===== src/rtl/esm_dep_tracker.sv =====
// esm_dep_tracker
//
// Tracks the instructions held in the instruction buffer and reports which
// of them are free to issue. Each slot stores its decoded register fields
// and a dependency row. The row marks the older entries that the slot must
// wait for. RAW hazards are always tracked. WAW and WAR tracking are enabled
// by DEP_MODE[0] and DEP_MODE[1].
//
// Slot 0 is the leftmost (MSB) bit of every [0:BS-1] vector.
//
// Parameters:
//   INSTR_W   instruction word width (rd [11:7], rs1 [19:15], rs2 [24:20])
//   BS        buffer entries, power of two, at least 2
//   REGNUM    architectural registers; register 0 never creates a dependency
//   DEP_MODE  bit0 enables WAW tracking, bit1 enables WAR tracking
//
// Ports:
//   clk                rising-edge clock
//   rst                asynchronous active-high reset
//   ins_valid          insert strobe
//   ins_index          target slot of the insert
//   ins_instr          instruction word to insert
//   ins_regwrite       instruction writes rd (rd is treated as 0 otherwise)
//   ins_alusrc         rs2 is unused and treated as 0
//   ret_valid          retire strobe
//   ret_index          slot to retire
//   flush              synchronous clear of all entries
//   valid_entries      occupied-slot mask
//   independent_instr  valid entries with no outstanding dependency
//   occupancy          number of valid entries
//   ins_error          one-cycle pulse after a rejected insert

module esm_dep_tracker #(
    parameter int         INSTR_W  = 32,
    parameter int         BS       = 16,
    parameter int         REGNUM   = 32,
    parameter logic [1:0] DEP_MODE = 2'b00
) (
    input  logic                      clk,
    input  logic                      rst,
    input  logic                      ins_valid,
    input  logic [$clog2(BS)-1:0]     ins_index,
    input  logic [INSTR_W-1:0]        ins_instr,
    input  logic                      ins_regwrite,
    input  logic                      ins_alusrc,
    input  logic                      ret_valid,
    input  logic [$clog2(BS)-1:0]     ret_index,
    input  logic                      flush,
    output logic [0:BS-1]             valid_entries,
    output logic [0:BS-1]             independent_instr,
    output logic [$clog2(BS+1)-1:0]   occupancy,
    output logic                      ins_error
);

    localparam int IW = $clog2(BS);
    localparam int RW = $clog2(REGNUM);
    localparam int OW = $clog2(BS+1);

    logic [0:BS-1]   valid_q;
    logic [0:BS-1]   valid_d;
    logic [0:BS-1]   dep_q [BS];
    logic [0:BS-1]   dep_d [BS];
    logic [RW-1:0]   rd_q  [BS];
    logic [RW-1:0]   rs1_q [BS];
    logic [RW-1:0]   rs2_q [BS];
    logic [OW-1:0]   occ_q;
    logic [OW-1:0]   occ_d;
    logic            err_q;
    logic            err_d;

    logic [RW-1:0]   new_rd;
    logic [RW-1:0]   new_rs1;
    logic [RW-1:0]   new_rs2;
    logic            ret_eff;
    logic            slot_free;
    logic            ins_ok;
    logic [0:BS-1]   older;
    logic [0:BS-1]   new_row;
    logic            unused_instr;

    // Only the low RW bits of each 5-bit register field are kept, so a
    // smaller REGNUM simply narrows the stored fields.
    always_comb begin
        new_rd  = ins_regwrite ? ins_instr[7 +: RW] : '0;
        new_rs1 = ins_instr[15 +: RW];
        new_rs2 = ins_alusrc ? '0 : ins_instr[20 +: RW];
    end

    // Opcode and funct bits carry no register information.
    assign unused_instr = ^ins_instr;

    // A same-cycle retire of the target slot frees it for the insert, even
    // when that retire finds the slot already empty.
    always_comb begin
        ret_eff   = ret_valid & valid_q[ret_index];
        slot_free = ~valid_q[ins_index] | (ret_valid & (ret_index == ins_index));
        ins_ok    = ins_valid & slot_free;
    end

    // Dependency row of the entry being inserted. An entry retired on this
    // edge no longer counts as older. The target slot itself is excluded.
    always_comb begin
        older   = valid_q;
        new_row = '0;
        if (ret_eff) begin
            older[ret_index] = 1'b0;
        end
        for (int j = 0; j < BS; j++) begin
            if (older[j] && (IW'(j) != ins_index)) begin
                new_row[j] =
                    ((rd_q[j] != '0) && ((rd_q[j] == new_rs1) || (rd_q[j] == new_rs2)))
                 || (DEP_MODE[0] && (new_rd != '0) && (new_rd == rd_q[j]))
                 || (DEP_MODE[1] && (new_rd != '0) &&
                     ((new_rd == rs1_q[j]) || (new_rd == rs2_q[j])));
            end
        end
    end

    // Next state. The retire is applied first, then the insert, so a slot
    // that is retired and re-filled on the same edge ends up valid with its
    // new row. Flush overrides both.
    always_comb begin
        valid_d = valid_q;
        occ_d   = occ_q;
        err_d   = ins_valid & ~slot_free;
        for (int k = 0; k < BS; k++) begin
            dep_d[k] = dep_q[k];
        end
        if (ret_eff) begin
            valid_d[ret_index] = 1'b0;
            for (int k = 0; k < BS; k++) begin
                dep_d[k][ret_index] = 1'b0;
            end
            dep_d[ret_index] = '0;
        end
        if (ins_ok) begin
            valid_d[ins_index] = 1'b1;
            dep_d[ins_index]   = new_row;
        end
        if (ins_ok && !ret_eff) begin
            occ_d = occ_q + OW'(1);
        end else if (!ins_ok && ret_eff) begin
            occ_d = occ_q - OW'(1);
        end
        if (flush) begin
            valid_d = '0;
            occ_d   = '0;
            err_d   = 1'b0;
            for (int k = 0; k < BS; k++) begin
                dep_d[k] = '0;
            end
        end
    end

    always_ff @(posedge clk or posedge rst) begin
        if (rst) begin
            valid_q <= '0;
            occ_q   <= '0;
            err_q   <= 1'b0;
            for (int k = 0; k < BS; k++) begin
                dep_q[k] <= '0;
            end
        end else begin
            valid_q <= valid_d;
            occ_q   <= occ_d;
            err_q   <= err_d;
            for (int k = 0; k < BS; k++) begin
                dep_q[k] <= dep_d[k];
            end
        end
    end

    // Register fields matter only while the slot is valid.
    always_ff @(posedge clk or posedge rst) begin
        if (rst) begin
            for (int k = 0; k < BS; k++) begin
                rd_q[k]  <= '0;
                rs1_q[k] <= '0;
                rs2_q[k] <= '0;
            end
        end else if (ins_ok && !flush) begin
            rd_q[ins_index]  <= new_rd;
            rs1_q[ins_index] <= new_rs1;
            rs2_q[ins_index] <= new_rs2;
        end
    end

    always_comb begin
        independent_instr = '0;
        for (int k = 0; k < BS; k++) begin
            independent_instr[k] = valid_q[k] & ~(|dep_q[k]);
        end
    end

    assign valid_entries = valid_q;
    assign occupancy     = occ_q;
    assign ins_error     = err_q;

endmodule


===== config.mk =====
export PLATFORM = sky130hd
export DESIGN_NAME = esm_dep_tracker
export DESIGN_NICKNAME = d
export VERILOG_FILES = /design/src/rtl/esm_dep_tracker.sv
export SDC_FILE = /design/constraint.sdc
export NUM_CORES = 1
export LEC_CHECK = 0
export ABC_AREA = 1
export BUFFER_PORTS_ARGS = -buffer_cell sky130_fd_sc_hd__buf_2
export CAP_MARGIN = 20
export CORE_MARGIN = 2
export CORE_UTILIZATION = 60
export DETAILED_ROUTE_END_ITERATION = 12
export MAX_ROUTING_LAYER = met4
export PLACE_DENSITY = 0.78
export SLEW_MARGIN = 10
export SYNTH_ARGS = -nofsm -noshare
export SYNTH_HDL_FRONTEND = slang
export SYNTH_SLANG_ARGS = --single-unit

===== constraint.sdc =====
create_clock -name clk -period 19.75 [get_ports clk]
set_input_delay 3.95 -clock clk [delete_from_list [all_inputs] [get_ports clk]]
set_output_delay 3.95 -clock clk [all_outputs]
set_load 0.02 [all_outputs]

After elaboration in Yosys (flattened, before gate mapping)
Index checks and enable logic that the tools add are counted.
{ "word_totals": {"register_bits": 358, "input_bits": 47, "out_inout_bits": 38, "word_cells": 287} }
{ "op_classes": {"add_sub_neg": 2, "n_lt_le_gt_ge": 4, "n_eq_ne": 48, "mux": 46, "n_bitwise": 62, "reduce_logical": 90} }
{ "op_table": {"columns": ["cell", "count"], "rows": [
  ["$mux W256", 3],
  ["$and A16 B16 Y16", 17],
  ["$and A256 B256 Y256", 1],
  ["$bwmux W256", 1],
  ["$not A256 Y256", 1],
  ["$reduce_or A16 Y1", 16],
  ["$eq A5 B5 Y1", 32],
  ["$demux W16 S4", 2],
  ["$bwmux W80", 1],
  ["$mux W16", 5],
  ["$reduce_bool A5 Y1", 16],
  ["$logic_and A1 B1 Y1", 37],
  ["$ne A4 B4 Y1 const A", 8],
  ["$mux W5", 6],
  ["$mux W1", 23],
  ["$and A1 B1 Y1", 20],
  ["$demux W5 S4", 1],
  ["$not A1 Y1", 18],
  ["$logic_or A1 B1 Y1", 16],
  ["$ne A3 B4 Y1 const A", 4],
  ["$not A16 Y16", 1],
  ["$or A16 B16 Y16", 1],
  ["$ge A5 B5 Y1 const B", 2],
  ["$lt A5 B1 Y1 const B", 2],
  ["other kinds (12)", 18]
]} }

Logic depth before layout (Yosys ltp)
{ "depth": {"ltp_word": 13, "ltp_mapped": 18, "ltp_nobuf": 16} }

Worst setup path before layout
OpenSTA, ideal clock, no wires.
{ "synth_timing": {"path_kind": "input-to-reg", "startpoint": "in ret_index[0]", "endpoint": "reg occ_q[4], in the netlist occupancy[4]", "setup_ns": 0.066, "arrival_ns": 6.121, "required_time_ns": 19.684, "slack_ns": 13.563, "path_stages": 18, "cell_sequence": "buf_2 -> inv_2 -> nand2_1 -> nand2_1 -> nand2_1 -> nand2_1 -> nand2_1 -> nand2_1 -> o21ai_2 -> buf_2 -> nand3_1 -> ha_1 -> a21o_1 -> a31oi_1 -> inv_1 -> nand3_1 -> nand3_1 -> nand2_1"} }
{ "synth_via": {"elab_chain_cells": 9, "word_cells_on_any_way": 16, "cone_classes": "eq/ne (1); mux (5); bitwise (5); reduce/logical (5)"} }
{ "synth_lines": {"columns": ["element", "line", "source"], "rows": [
  ["start, declared", "47", "input logic [$clog2(BS)-1:0] ret_index,"],
  ["$not A4 Y5 (not written as such)", "95", "ret_eff = ret_valid & valid_q[ret_index];"],
  ["$bmux W1 S4", "95", null],
  ["$mux W1 (not written as such) (2 in a row)", "95", null],
  ["$and A1 B1 Y1", "95", null],
  ["$logic_not A1 Y1", "140", "if (ins_ok && !ret_eff) begin"],
  ["$logic_and A1 B1 Y1", "140", null],
  ["$mux W5", "140", null],
  ["$mux W5", "145", "if (flush) begin"],
  ["end signal, assigned", "158", "occ_q <= '0;"],
  ["end signal, assigned", "165", "occ_q <= occ_d;"],
  ["end, declared", "66", "logic [OW-1:0] occ_q;"]
]} }
Parallel ways exist; a longest one is shown, timed or not. The select of a mux whose other input is x is not followed.
A chain may end at the register's enable or synchronous reset.

==> summary.txt <==
Drt
  – Initial DRC Count: 2874
  – Via count: 18100
  – Per-cell routed wire length: 22.9 um
  – DRT Pass-1 Iters: 6
  – DRT antenna net count: 0
  – Via/cell ratio: 6.39
  – DRC: 0
  – Final wirelength: 64.8 mm

STA
  – Fin crit period: 7.13 ns
  – Sum Neg Setup Slack: 0 ns
  – Maximum clock rate: 0.140 GHz
  – Final setup viols: 0
  – Worst hold slack: 0.502 ns
  – Clock skew: 0.0218 ns
  – Period utilisation layout: 36.1%
  – Final Hold Vio Count: 0
  – Max Slew Vio Count: 0
  – Unrepaired setup endpoints after global routing: no
  – Relative slew margins: 19.2%
  – Least-Margin Pin Slew: 1.21 ns

Status
  – Outcome: finished, final reports clean

Power and ir drop
  – Net Switching: 0.000501 W
  – Comb pwr share: 12.8%
  – Static leakage: 10.4 nW
  – Peak VDD IR: 71.7 uV
  – Pwr dens: 87.1 nW/um^2
  – Reg power frac: 45.0%
  – Net Sw Frac: 28.1%
  – Clock power frac: 42.2%
  – Int Pwr: 0.00128 W

Clock tree
  – Clk sinks: 358
  – Root buf cell: clkbuf_16
  – Hold-fix buffers at CTS: 0
  – TritonCTS clock tree: yes
  – H-tree levels: 2
  – Longest Clk Path Bufs: 3
  – Worst-Skew Late Latency: 0.55 ns
  – Post-CTS resize count: 0
  – Setup Buffers After CTS: 0
  – CTS Buf Count: 40
  – Clock-pin slew on the worst setup and hold paths: 0.06 ns

Yosys
  – Yosys top cell area share: 48.4%
  – Mapped Area: 18500 sq um
  – Synthesis warning total: 0
  – Post-Syn Nets: 2415
  – Seq cells post-synth: 358
  – EDFF count, synth: 0
  – Top FF cell, synth: dfrtp_1
  – Asr flop ratio synth: 100%
  – Sequential share of the synthesized area: 48.4%
  – Largest area contributor in the netlist: dfrtp_1
  – Syn_area_per_cell: 7.84 sq um
  – Number of distinct library cells after synthesis: 43
  – Synth top area cells: dfrtp_1 (48%), nand2_1 (14%), nand3_1 (6.5%)
  – Mapped Cells: 2363

Die
  – Die Height: 180 um
  – Core footprint: 30500 sq um
  – Initial core utilization: 60.7%
  – Io pins: 85
  – Die Width: 180 um
  – # rows: 64
  – Die ar.: 32300 sq um

Place
  – Gpl congestion: 0.979
  – Dpl hpwl: 42.5 mm
  – Placed Cells: 2751
  – Number of I/O port buffers: 67

Worst setup path
  – Critical Path Fanout Max: 14
  – Cell count along the critical path: 12
  – Reg2reg path depth: 14
  – CP endpoint kind: flop
  – Critical Path Start Type: primary input
  – Crit path max-delay family: simple AND/OR/NAND/NOR gates
  – Critical path required time: 20.16 ns
  – Worst EP arrival: 7.55 ns
  – CP max-delay cell: clkinv_1
  – CP Cell Sequence: buf_2 -> nor2_1 -> nand2_1 -> nand2_1 -> o21ai_2 -> buf_4 -> inv_2 -> nand2_2 -> nand4_1 -> clkinv_1 -> nand2_1 -> o21ai_0
  – Critical path class: in -> reg
  – Crit path buf inv count: 4
  – Critical Path Max Stage Delay: 0.69 ns
  – Cell mode on critical path: nand2_1

Global route
  – Largest net degree at the start of global routing: 153
  – Global route total overflow: 0
  – Initial antenna violation count: 1
  – First-pass GRT wire length: 99.5 mm
  – Vias in the first global route: 17400
  – GRT Total Usage: 40.9%

Layout
  – Most common cell after layout, fill and taps aside: nand2_1
  – Layout Area Growth over Synthesis: 10.4%
  – Footprint of the multi-input gates: 8420 sq um
  – Post-Layout Cell Count: 2826
  – Nets@finish: 2451
  – Highest-count cells in the layout ignoring fill and taps: nand2_1 (701), dfrtp_1 (358), nand3_1 (241), nor2_1 (176), inv_1 (171)
  – Filler Cells Inserted: 2504
  – Layout cells sized above 1: 8.48%
  – Finished Core Util: 67.1%
  – Total area of sequential cells: 8960 sq um

Run
  – Maxcap violations: 0

Hold path
  – Worst Hold Depth: 2
  – Worst hold path class: reg -> reg
[tightest hold or removal path, cell delays in order, from the launching register on]
cell	delay (ns)
dfrtp_1	0.33
nand3_1	0.08
nand2_1	0.06
[routing by layer]
layer  up-vias  share of wire, %  GRT usage, %  wire length (um)
met5         -                 0             -                 0
met3       325                13          11.9              8480
met2      1320                43          57.9             28000
li1       7873                 -             -                 -
met1      8534                37          52.9             24200
met4         0               6.4          23.0              4150
[path summary, 6_finish.rpt]
| kind | start | endpoint | slack (ns) |
|---|---|---|---|
| max | ret_index[2] | dep_q[244] | 12.62 |
| min | dep_q[111] | dep_q[111] | 0.50 |
| max reg2reg | valid_entries[10] | dep_q[244] | 15.97 |
| min reg2reg | dep_q[111] | dep_q[111] | 0.50 |
| max in group asynchronous | rst | dep_q[158] | 14.00 |
| min in group asynchronous | rst | rd_q[58] | 3.53 |
[registers in the layout, indices dropped and copies added (netlist names)]
| name | flops |
|---|---|
| ins_error | 1 |
| occupancy | 5 |
| dep_q | 256 |
| valid_entries | 16 |
| rd_q | 80 |
[cell families after synthesis]
logic type / after synthesis / share of synthesized area, %
simple gates: 1295 / 30.8
xor+xnor: 103 / 4.87
buf+inv: 291 / 6.37
compound gates: 311 / 9.27
flops: 358 / 48.4
fa+ha+maj: 5 / 0.378
[per-stage QoR]
step / power [W] / worst slack (ns) / instance area [sq um]
finish: 0.00178 / 12.62 / 20500
global route: 0.00184 / 12.60 / 20500
CTS: 0.00178 / 12.91 / 20400
detailed placement: 0.00104 / 12.35 / 19100
global placement: 0.00103 / 12.11 / 19100
floorplan: 0.000973 / 5.87 / 18500
[layout make-up]
class                   count  area share (%)
diodes                      1          0.0122
inverters                 196            3.63
repair buffers             89            2.64
well taps                 396            2.42
clock inverters            11           0.599
multi-input cells        1714            41.1
clock buffers              61            5.77
flip-flops and latches    358            43.8
[power by group through the flow]
stage	sequential [W]	clock (W)	combinational [W]
2_1_floorplan	0.000811	0	0.000162
3_3_place_gp	0.000812	0	0.000214
4_1_cts	0.000801	0.000750	0.000225
6_report	0.000802	0.000753	0.000228
3_5_place_dp	0.000813	0	0.000223
5_1_grt	0.000806	0.000780	0.000253
[Yosys cell counts (9+ instances only)]
| library cell | instances |
|---|---|
| nand2_1 | 701 |
| dfrtp_1 | 358 |
| nand3_1 | 241 |
| nor2_1 | 179 |
| inv_1 | 172 |
| o21ai_0 | 122 |
| xor2_1 | 90 |
| nor4_1 | 62 |
| o22ai_1 | 62 |
| buf_2 | 59 |
| o21ai_1 | 54 |
| a21oi_1 | 49 |
| clkbuf_1 | 29 |
| nor3_1 | 26 |
| nand4_1 | 25 |
| nand3b_1 | 16 |
| inv_2 | 13 |
| xnor2_1 | 13 |
| clkinv_1 | 11 |
| nand2_4 | 10 |
| nand2_2 | 9 |
No activity file was read; power rests on OpenSTA's default activity.
